### config.mk
export PLATFORM = sky130hd
export DESIGN_NAME = playbus_ram_responder
export DESIGN_NICKNAME = d
export VERILOG_FILES = /design/src/rtl/playbus_pkg.sv /design/src/rtl/playbus_strobe_filter.sv /design/src/rtl/playbus_ram_responder.sv
export SDC_FILE = /design/constraint.sdc
export NUM_CORES = 1
export LEC_CHECK = 0
export BUFFER_PORTS_ARGS = -buffer_cell sky130_fd_sc_hd__buf_4
export CAP_MARGIN = 10
export CELL_PAD_IN_SITES_DETAIL_PLACEMENT = 1
export CELL_PAD_IN_SITES_GLOBAL_PLACEMENT = 1
export CORE_ASPECT_RATIO = 1.75
export CORE_MARGIN = 1
export CORE_UTILIZATION = 48
export CTS_CLUSTER_DIAMETER = 80
export DETAILED_ROUTE_END_ITERATION = 8
export PLACE_DENSITY = 0.71
export SYNTH_ARGS = -nofsm -noshare
export SYNTH_HDL_FRONTEND = slang
export SYNTH_HIERARCHICAL = 1
export SYNTH_SLANG_ARGS = --single-unit
### constraint.sdc
create_clock -name CLK -period 6.9 [get_ports CLK]
set_clock_uncertainty 0.2 [all_clocks]
set_input_delay 0.345 -clock CLK [delete_from_list [all_inputs] [get_ports CLK]]
set_output_delay 0.345 -clock CLK [all_outputs]
set_load 0.02 [all_outputs]
### src/rtl/playbus_pkg.sv
// Shared types and constants for the PlayBus RAM responder slice.
package playbus_pkg;

  localparam int unsigned PB_ADDR_W = 4;
  localparam int unsigned PB_DATA_W = 8;

  // Bus controller function codes
  localparam logic [2:0] FUNC_ROM_READ  = 3'd0;
  localparam logic [2:0] FUNC_RAM_READ  = 3'd1;
  localparam logic [2:0] FUNC_SWITCHES  = 3'd2;
  localparam logic [2:0] FUNC_SW_TO_LED = 3'd5;

  typedef enum logic [2:0] {
    IDLE      = 3'd0,
    READ      = 3'd1,
    WR_ARM    = 3'd2,
    WR_COMMIT = 3'd3,
    FAULT     = 3'd4
  } resp_state_t;

endpackage

### src/rtl/playbus_strobe_filter.sv
// Synchronises one active-low strobe and accepts a new level only after it
// has been stable for MIN_PULSE local clock cycles.
module playbus_strobe_filter #(
  parameter int unsigned SYNC_STAGES = 2,
  parameter int unsigned MIN_PULSE   = 2
) (
  input  logic CLK,
  input  logic n_CLR,
  input  logic d_n,
  output logic q_n
);

  localparam int unsigned CntW = (MIN_PULSE > 1) ? $clog2(MIN_PULSE) : 1;
  localparam logic [CntW-1:0] CntMax = CntW'(MIN_PULSE - 1);

  logic [SYNC_STAGES-1:0] sync_q;
  logic                   sync_lvl;
  logic [CntW-1:0]        cnt_q, cnt_d;
  logic                   q_n_q, q_n_d;

  assign sync_lvl = sync_q[SYNC_STAGES-1];

  always_ff @(posedge CLK or negedge n_CLR) begin
    if (!n_CLR) begin
      sync_q <= '1;
    end else begin
      sync_q <= {sync_q[SYNC_STAGES-2:0], d_n};
    end
  end

  // Counter runs only while the synchronised level differs from the output.
  always_comb begin
    cnt_d = '0;
    q_n_d = q_n_q;
    if (sync_lvl != q_n_q) begin
      if (cnt_q == CntMax) begin
        q_n_d = sync_lvl;
      end else begin
        cnt_d = cnt_q + 1'b1;
      end
    end
  end

  always_ff @(posedge CLK or negedge n_CLR) begin
    if (!n_CLR) begin
      cnt_q <= '0;
      q_n_q <= 1'b1;
    end else begin
      cnt_q <= cnt_d;
      q_n_q <= q_n_d;
    end
  end

  assign q_n = q_n_q;

endmodule

### src/rtl/playbus_ram_responder.sv
// Target side of the PlayBus 16x8 RAM: filters the strobes, serves reads and commits writes.
// Optional ERR_COUNT output when PLAYBUS_RESP_ERRCNT_EN is defined.
module playbus_ram_responder
  import playbus_pkg::*;
#(
  parameter int unsigned SYNC_STAGES = 2,
  parameter int unsigned MIN_PULSE   = 2,
  parameter int unsigned CNT_W       = 8
) (
  input  logic                 CLK,
  input  logic                 n_CLR,
  input  logic [PB_ADDR_W-1:0] ADD,
  input  logic [PB_DATA_W-1:0] DATA_IN,
  input  logic                 n_RAMO,
  input  logic                 n_RAMW,
  input  logic                 n_ROMO,
  input  logic                 n_SWBEN,
  output logic [PB_DATA_W-1:0] DATA_OUT,
  output logic                 DATA_OE,
  output logic                 BUSY,
  output logic                 ERR,
`ifdef PLAYBUS_RESP_ERRCNT_EN
  output logic [7:0]           ERR_COUNT,
`endif
  output logic [CNT_W-1:0]     WR_COUNT
);

  localparam int unsigned Words = 1 << PB_ADDR_W;

  logic ramo_n_f, ramw_n_f, romo_n_f, swben_n_f;
  logic r_o, r_w, rom_o, sw_o;
  logic contention;
  logic commit;

  resp_state_t state_q, state_d;

  logic [PB_DATA_W-1:0] mem_q [Words];
  logic [PB_DATA_W-1:0] data_out_q;
  logic [PB_ADDR_W-1:0] a_lat_q;
  logic [PB_DATA_W-1:0] d_lat_q;
  logic [CNT_W-1:0]     wr_count_q;
  logic                 err_q;

  playbus_strobe_filter #(
    .SYNC_STAGES(SYNC_STAGES),
    .MIN_PULSE  (MIN_PULSE)
  ) u_filt_ramo (
    .CLK  (CLK),
    .n_CLR(n_CLR),
    .d_n  (n_RAMO),
    .q_n  (ramo_n_f)
  );

  playbus_strobe_filter #(
    .SYNC_STAGES(SYNC_STAGES),
    .MIN_PULSE  (MIN_PULSE)
  ) u_filt_ramw (
    .CLK  (CLK),
    .n_CLR(n_CLR),
    .d_n  (n_RAMW),
    .q_n  (ramw_n_f)
  );

  playbus_strobe_filter #(
    .SYNC_STAGES(SYNC_STAGES),
    .MIN_PULSE  (MIN_PULSE)
  ) u_filt_romo (
    .CLK  (CLK),
    .n_CLR(n_CLR),
    .d_n  (n_ROMO),
    .q_n  (romo_n_f)
  );

  playbus_strobe_filter #(
    .SYNC_STAGES(SYNC_STAGES),
    .MIN_PULSE  (MIN_PULSE)
  ) u_filt_swben (
    .CLK  (CLK),
    .n_CLR(n_CLR),
    .d_n  (n_SWBEN),
    .q_n  (swben_n_f)
  );

  assign r_o   = ~ramo_n_f;
  assign r_w   = ~ramw_n_f;
  assign rom_o = ~romo_n_f;
  assign sw_o  = ~swben_n_f;

  // Two data sources driving at once, or a read and write strobe together.
  assign contention = (r_o & rom_o) | (r_o & sw_o) | (rom_o & sw_o) | (r_o & r_w);

  always_comb begin
    state_d = state_q;
    if (contention) begin
      state_d = FAULT;
    end else begin
      unique case (state_q)
        IDLE: begin
          if (r_w) begin
            state_d = WR_ARM;
          end else if (r_o) begin
            state_d = READ;
          end
        end
        READ: begin
          if (!r_o) state_d = IDLE;
        end
        WR_ARM: begin
          if (!r_w) state_d = WR_COMMIT;
        end
        WR_COMMIT: state_d = IDLE;
        FAULT: begin
          if (!(r_o | r_w | rom_o | sw_o)) state_d = IDLE;
        end
        default: state_d = IDLE;
      endcase
    end
  end

  // A commit is skipped when contention diverts WR_COMMIT into FAULT.
  assign commit = (state_q == WR_COMMIT) && (state_d == IDLE);

  always_ff @(posedge CLK or negedge n_CLR) begin
    if (!n_CLR) begin
      state_q    <= IDLE;
      data_out_q <= '0;
      a_lat_q    <= '0;
      d_lat_q    <= '0;
      wr_count_q <= '0;
      err_q      <= 1'b0;
      mem_q      <= '{default: '0};
    end else begin
      state_q <= state_d;
      // Loading on entry makes valid data coincide with DATA_OE rising.
      if (state_d == READ) begin
        data_out_q <= mem_q[ADD];
      end
      if (state_q == WR_ARM) begin
        a_lat_q <= ADD;
        d_lat_q <= DATA_IN;
      end
      if (commit) begin
        mem_q[a_lat_q] <= d_lat_q;
        wr_count_q     <= wr_count_q + 1'b1;
      end
      if (state_d == FAULT) begin
        err_q <= 1'b1;
      end
    end
  end

`ifdef PLAYBUS_RESP_ERRCNT_EN
  logic [7:0] err_cnt_q;

  always_ff @(posedge CLK or negedge n_CLR) begin
    if (!n_CLR) begin
      err_cnt_q <= '0;
    end else if ((state_d == FAULT) && (state_q != FAULT) && (err_cnt_q != 8'hFF)) begin
      err_cnt_q <= err_cnt_q + 8'd1;
    end
  end

  assign ERR_COUNT = err_cnt_q;
`endif

  assign DATA_OUT = data_out_q;
  assign DATA_OE  = (state_q == READ);
  assign BUSY     = (state_q == READ) || (state_q == WR_ARM) || (state_q == WR_COMMIT);
  assign ERR      = err_q;
  assign WR_COUNT = wr_count_q;

endmodule

* After elaboration in Yosys (flattened, before gate mapping) *
Index checks and enable logic that the tools add are counted.

word-level totals
  memory bits (read-only) = 0
  latch bits = 0
  bits of input ports = 18
  word-level logic and storage cells = 99
  bits in writable memories = 0
  bits in registers = 176
  output and inout bits = 19
  memories = 0

cells by class
  add/subtract/negate cells = 5
  div/mod/pow operators = 0
  mux-type cells = 21
  bitwise logic cells = 16
  shifts and indexed selects = 0
  multipliers = 0
  eq/ne operators = 10
  reductions and logical operators = 10
  order comparisons = 3

operator list
  operator             number
  $bwmux 128           1
  $bmux 8 s4           1
  $demux 8 s4          1
  $mux 8               3
  $mux 3               6
  $pmux 3 s4           1
  $ge 5x5->1 const B   2
  $not 4->5            2
  $add 8x1->8 const B  1
  $mux 1               8
  $reduce_and 2->1     4
  $eq 3x1->1 const B   2
  $eq 3x2->1 const B   2
  $eq 3x3->1 const B   2
  $logic_not 3->1      2
  $or 1x1->1           6
  $lt 5x1->1 const B   1
  $add 1x1->1 const B  4
  $and 1x1->1          4
  $ne 1x1->1           4
  $not 1->1            4
  $logic_and 1x1->1    2
  $logic_or 1x1->1     2

* Depth between registers and ports, before layout *
Gate-level depths: netlist (run 1).

  depth in word-level cells = 9
  gate-level depth with buffers = 7
  gate-level depth less buffers = 4

* Modules after synthesis *
Netlist (run 1), hierarchy kept.

by module, submodules not included
  module                 sequential area each (um2)  cells an instance  area an instance (um2)  times used
  playbus_ram_responder  4003.8                      473                7354.6                  1
  playbus_strobe_filter  103.8                       7                  131.4                   4

* Worst setup path after synthesis (run 1) *
No wires, ideal clock.

  path kind = flip-flop to flip-flop
  from = reg u_filt_swben.q_n_q, in the netlist u_filt_swben/q_n
  to = reg mem_q[48] (netlist bit)
  period minus slack after synthesis = 2.264 ns
  stages on the path, launching flop included = 7
  data arrival time = 1.939 ns
  path buffers = 2
  setup slack = 4.636 ns
  path through = dfstp_2 -> nand3_1 -> a21o_1 -> buf_2 -> buf_4 -> nor3_4 -> mux2_2

between the ends
  cells in the longest elaborated chain, start to end = 8

ends and longest elaborated chain
  item                           line                          RTL
  start, declared                playbus_strobe_filter.sv:19   logic q_n_q, q_n_d;
  start signal, assigned         playbus_strobe_filter.sv:50   q_n_q <= q_n_d;
  $not 1->1 (*)                  playbus_ram_responder.sv:87   assign sw_o = ~swben_n_f;
  $and 1x1->1                    playbus_ram_responder.sv:90   assign contention = (r_o & rom_o) | (r_o & sw_o) | (rom_o & sw_o) | (r_o & r_w);
  $or 1x1->1 (3 in a row)        playbus_ram_responder.sv:90
  $mux 3 (*)                     playbus_ram_responder.sv:94   if (contention) begin
  $logic_not 3->1 (*)            playbus_ram_responder.sv:121  assign commit = (state_q == WR_COMMIT) && (state_d == IDLE);
  $logic_and 1x1->1 (*)          playbus_ram_responder.sv:121
  end signal, assigned by index  playbus_ram_responder.sv:143  mem_q[a_lat_q] <= d_lat_q;
  end, declared                  playbus_ram_responder.sv:37   logic [PB_DATA_W-1:0] mem_q [Words];

Mark *: on every way between the ends. The rest lies on a longest branch, timed or not.
A chain may end at the register's enable or synchronous reset.

* Final worst setup path (run 1) *
  from = reg u_filt_swben.q_n_q, in the netlist u_filt_swben/q_n
  to = reg mem_q[84] (netlist bit)

The elaborated chain is that of the path after synthesis.

==> results of run 1 <==
## routing by layer
| metal | track usage [%] | vias up | part of all wire, % |
|---|---|---|---|
| met5 | 0 | - | 0 |
| met4 | 9.09 | 0 | 2.1 |
| met3 | 3.54 | 27 | 2.1 |
| met2 | 40.5 | 57 | 54 |
| met1 | 28.5 | 2376 | 42 |
| li1 | - | 1929 | - |
## report_power, final
part / leakage (nW) / internal, W / total [W] / switching (W)
sequential: 2.38 / 0.00113 / 0.00132 / 0.000194
combinational: 1.66 / 0.000148 / 0.000303 / 0.000155
clock: 0.300 / 0.000590 / 0.00101 / 0.000424
## registers in the layout, indices dropped and copies added, names as in the netlist, 2 cells and up
signal               count
state_q                  3
DATA_OUT                 8
u_filt_ramw/sync_q       2
u_filt_romo/sync_q       2
a_lat_q                  4
u_filt_ramo/sync_q       2
mem_q                  128
WR_COUNT                 8
d_lat_q                  8
u_filt_swben/sync_q      2
## per-stage QoR
step | setup slack, ns | hold WS (ns) | util (%) | power [W] | instance area [sq um]
2_1_floorplan | 4.64 | -0.151 | - | 0.00149 | 7880
3_3_place_gp | 4.00 | 0.146 | 51.6 | 0.00162 | 8240
3_5_place_dp | 3.98 | 0.151 | 51.6 | 0.00164 | 8240
4_1_cts | 3.93 | 0.152 | 56.3 | 0.00266 | 8990
5_1_grt | 3.82 | 0.158 | 56.3 | 0.00274 | 8990
6_report | 3.95 | 0.153 | 56.3 | 0.00264 | 8990
## area by class of cell
type / count / area, sq um / area share, %
sequential: 176 / 4420 / 49.2
tap: 189 / 236 / 2.63
clock inverter: 12 / 173 / 1.92
clock buffer: 20 / 447 / 4.97
timing repair buffer: 50 / 412 / 4.58
multi-input combinational: 291 / 3300 / 36.7
## critical path: cells and delay by family, from the launching register on
kind | cells | cell delay [ns]
AND/OR/NAND/NOR | 2 | 1.02
flip-flops | 1 | 0.58
AO/OA/AOI/OAI | 1 | 0.58
multiplexers | 1 | 0.42
## worst paths after layout
check                                      start                    end  slack (ns)  cells past startpoint
setup / recovery                u_filt_swben/q_n              mem_q[84]        3.95                      4
hold / removal             u_filt_ramw/sync_q[0]  u_filt_ramw/sync_q[1]        0.15                      0
setup reg to reg                u_filt_swben/q_n              mem_q[84]        3.95                      4
hold reg to reg            u_filt_ramw/sync_q[0]  u_filt_ramw/sync_q[1]        0.15                      0
max in group asynchronous                  n_CLR              mem_q[94]        4.58                      3
min in group asynchronous                  n_CLR            WR_COUNT[4]        0.39                      2
## synth_stat cells, drive strengths merged
master	n	area share, %
a32oi	1	0.11
and3	3	0.24
nand2b	5	0.40
nand4	4	0.32
or3b	1	0.11
nand4b	2	0.22
clkbuf	19	0.91
o211ai	1	0.095
xnor2	10	1.1
a21o	6	0.57
dfrtp	164	52
or3	4	0.32
o41ai	1	0.11
maj3	1	0.13
or2	2	0.16
mux2	145	21
xor2	1	0.11
mux4	30	8.6
nor3	11	1.9
dfstp	12	4.0
or4	2	0.24
buf	15	1.3
nand2	10	0.57
o21ai	1	0.063
a221oi	1	0.11
and2	1	0.079
nor3b	2	0.19
nor2b	4	0.32
a22oi	1	0.095
a211oi	8	0.83
and2b	1	0.095
nor4	3	0.81
mux2i	9	1.1
nand3	1	0.063
o22ai	7	0.56
nor2	8	0.38
ha	1	0.16
o31ai	2	0.19
a21oi	1	0.063
## timing repair
item,in CTS,in global routing
endpoints found under the hold margin,106,0
hold buffers,13,0
gates resized for setup,0,0
## logic make-up (layout without fill, tap and decap cells)
group | count (synthesis) | count (layout) | share of synthesized area [%]
mux | 184 | 184 | 31.0
flops | 176 | 176 | 56.1
simple gates | 64 | 64 | 6.41
buf+inv | 34 | 82 | 2.19
compound gates | 30 | 30 | 2.79
xor+xnor | 11 | 11 | 1.22
fa+ha+maj | 2 | 2 | 0.286
==> impl_metrics.py, run 1 <==
metrics = {
    "cts": {
        "cts.sinks": 176,
        "worstSkewPairLatency_ns": 0.44,
        "clk_pin_slew_ns": 0.07,
        "post_cts_buffers": 0,
        "numCtsBuffers": 17,
        "root_buffer": "clkbuf_16",
        "cts_max_path_buffers": 2,
        "cts_tree": "done",
        "h-tree-depth": 4,
    },
    "setup_path": {
        "cp.arrival_ns": 3.06,
        "crit_fanout": 18,
        "path_cells": "nand3_1, a21o_1, nor3_2, mux2_2",
        "crit_type": "register to register",
        "slowest_stage": "nor3_2",
        "cp-end-kind": "register",
        "required_ns": 7.01,
        "worstSetupStartpointType": "register",
        "slowest_delay_ns": 0.88,
    },
    "logic_synthesis": {
        "synth_fp_nets": 520,
        "synth_cells": 501,
        "synth.yosys.seq_area_share_pct": 56.1,
        "ys.warnings.count": 6,
        "avgSynthCellArea_sq_um": 15.7,
        "synth_cell_type_count": 48,
        "ys_seq_elements": 176,
        "synth_area_sq_um": 7880,
    },
    "die": {
        "start_util_pct": 49.4,
        "core-area_sq_um": 16000,
        "fp.dieW_um": 98.9,
        "ios": 37,
        "die_area_sq_um": 17000,
        "fp.dieH_um": 171,
        "rows": 61,
    },
    "detailed_routing": {
        "vias": 4389,
        "routedWlPerCell_um": 23.8,
        "drt-total-wl_um": 17600,
        "first_pass_iters": 4,
        "ant_nets": 0,
        "via_per_inst": 5.95,
        "drtIter0Drc": 143,
        "drcViolationCount": 0,
    },
    "grt": {
        "grt_max_degree": 108,
        "overflow": 0,
        "grt_pass1_vias": 4917,
        "grt.total_usage_pct": 23.0,
        "antenna_found_initial": 0,
        "grt_pass1_wl_um": 28600,
    },
    "cells_and_area": {
        "fillers": 1462,
        "final_cells": 738,
        "layout.nets": 555,
        "areaGrowthSynthToFinish_pct": 14.0,
        "final_cell_mix": "164 x dfrtp_1, 133 x mux2_2, 36 x buf_4",
        "insertedDiodeCount": 0,
        "final_common_cell": "dfrtp_1",
        "drive_gt1_share_pct": 49.7,
    },
    "power_and_ir_drop": {
        "p_leak_nw": 4.34,
        "vdd_ir_drop_max_mv": 0.205,
        "powerDensity_nw_per_um2": 293,
    },
    "timing": {
        "fmax_mhz": 339,
        "post-route-min-period_ns": 2.95,
        "rsz0062_at_grt": "no",
        "setup_viol": 0,
        "tns_ns": 0,
        "slew_headroom_pct": 21.8,
        "fin_crit_sh_pct": 42.8,
        "hold_viol": 0,
        "worst_slew_pin_slew_ns": 1.17,
        "maxSlewViolCount": 0,
    },
    "placed_design": {
        "post-dp-hpwl_um": 10900,
        "port_buffers": 36,
        "place_inst": 693,
        "gp_congestion": 0.736,
    },
    "worst_hold_path": {
        "hold_class": "register to register",
    },
    "outcome": {
        "outcome": "completed",
    },
    "run": {
        "drv_cap": 0,
    },
}
No activity file was read; power rests on OpenSTA's default activity.
==> run 2: changes to the inputs <==
clock period = 2.75 ns   (was 6.9 ns; I/O delays follow)
==> impl_metrics.py, run 2 (synthesized netlist as in run 1, its figures left out) <==
metrics = {
    "worst_hold_path": {
        "hold_class": "input port to async pin",
    },
    "grt": {
        "grt_pass1_wl_um": 29200,
        "grt.total_usage_pct": 23.4,
        "grt_pass1_vias": 5138,
        "grt_max_degree": 67,
        "overflow": 0,
        "antenna_found_initial": 0,
    },
    "power_and_ir_drop": {
        "powerDensity_nw_per_um2": 704,
        "vdd_ir_drop_max_mv": 0.412,
        "p_leak_nw": 4.40,
        "power_w": 0.00638,
    },
    "setup_path": {
        "worstSetupStartpointType": "register",
        "required_ns": 2.86,
        "cp.arrival_ns": 2.62,
        "crit_type": "register to register",
        "cp-end-kind": "register",
        "crit_fanout": 8,
    },
    "cells_and_area": {
        "insertedDiodeCount": 0,
        "layout.nets": 569,
        "drive_gt1_share_pct": 50.8,
        "final_cell_mix": "164 x dfrtp_1, 133 x mux2_2, 46 x buf_4",
        "fillers": 1502,
        "top_register": "mem_q",
        "register_area_sq_um": 4420,
        "multi_input_area_sq_um": 3290,
        "final_common_cell": "dfrtp_1",
        "areaGrowthSynthToFinish_pct": 15.0,
        "largest_reg_flops": 128,
    },
    "timing": {
        "maxSlewViolCount": 0,
        "post-route-min-period_ns": 2.51,
        "setup_viol": 0,
        "worst_slew_pin_slew_ns": 0.736,
        "tns_ns": 0,
        "rsz0062_at_grt": "no",
        "fin_crit_sh_pct": 91.4,
        "hold_viol": 0,
        "fmax_mhz": 398,
        "slew_headroom_pct": 50.9,
    },
    "detailed_routing": {
        "vias": 4351,
        "drcViolationCount": 0,
        "drt-total-wl_um": 17600,
        "ant_nets": 0,
        "via_per_inst": 5.79,
        "drtIter0Drc": 109,
        "first_pass_iters": 4,
        "routedWlPerCell_um": 23.4,
    },
    "cts": {
        "worstSkewPairLatency_ns": 0.42,
        "root_buffer": "clkbuf_16",
        "clk_pin_slew_ns": 0.07,
        "cts.sinks": 176,
        "cts_tree": "done",
        "cts_max_path_buffers": 2,
        "post_cts_buffers": 0,
        "post_cts_resized": 0,
        "h-tree-depth": 4,
        "numCtsBuffers": 17,
    },
    "outcome": {
        "outcome": "completed",
    },
    "die": {
        "start_util_pct": 49.4,
        "fp.dieW_um": 98.9,
        "ios": 37,
        "die_area_sq_um": 17000,
        "core-area_sq_um": 16000,
        "fp.dieH_um": 171,
        "rows": 61,
    },
    "placed_design": {
        "gp_congestion": 0.733,
        "post-dp-hpwl_um": 11700,
        "port_buffers": 36,
    },
    "run": {
        "drv_cap": 0,
    },
}
## run 2: routing by layer
layer	track usage, %	share of wire, %
met2	42.5	55
met4	7.92	1.9
met3	3.78	1.7
met1	27.9	41
met5	0	0
## run 2: metrics by stage
step | utilization, % | area (sq um) | hold WS, ns | setup WS [ns] | std cells
global placement | 52.4 | 8370 | -0.0766 | 0.311 | 706
floorplan | - | 7880 | -0.358 | 0.486 | 501
detailed placement | 52.4 | 8370 | -0.0661 | 0.253 | 706
CTS | 56.8 | 9060 | 0.0402 | 0.197 | 752
finish | 56.8 | 9060 | 0.0437 | 0.236 | 752
global route | 56.8 | 9060 | 0.0652 | 0.0971 | 752
## run 2: layout make-up
cell class	instances	share of cell area (%)
Tap cell	189	2.61
Timing Repair Buffer	64	6.14
Clock buffer	20	5.05
Multi-Input combinational cell	291	36.3
Sequential cell	176	48.8
Clock inverter	12	1.09
## run 2: worst paths after layout
check                                      start  cells past startpoint                    end  slack (ns)
setup / recovery                u_filt_swben/q_n                      5              mem_q[33]        0.24
hold / removal                             n_CLR                      2            WR_COUNT[4]        0.04
setup reg to reg                u_filt_swben/q_n                      5              mem_q[33]        0.24
hold reg to reg            u_filt_ramo/sync_q[0]                      0  u_filt_ramo/sync_q[1]        0.16
max in group asynchronous                  n_CLR                      3              mem_q[33]        1.57
min in group CLK                          ADD[0]                      3            DATA_OUT[6]        0.05
## run 2: repair_timing
item / in CTS / in global routing
hold endpoints to repair: 189 / 0
setup endpoints to repair: 0 / 0
hold buffers: 14 / 0
## run 2: worst max-delay path, stage by stage (launching register included)
cell	delay [ns]
dfstp_2	0.59
nand3_1	0.13
a21o_1	0.30
buf_4	0.25
nor3_4	0.50
mux2_2	0.41
## run 2: power by group
| part | leakage, nW | switching [W] | internal, W |
|---|---|---|---|
| combinational | 1.74 | 0.000399 | 0.000388 |
| sequential | 2.38 | 0.000488 | 0.00282 |
| clock | 0.273 | 0.00105 | 0.00123 |
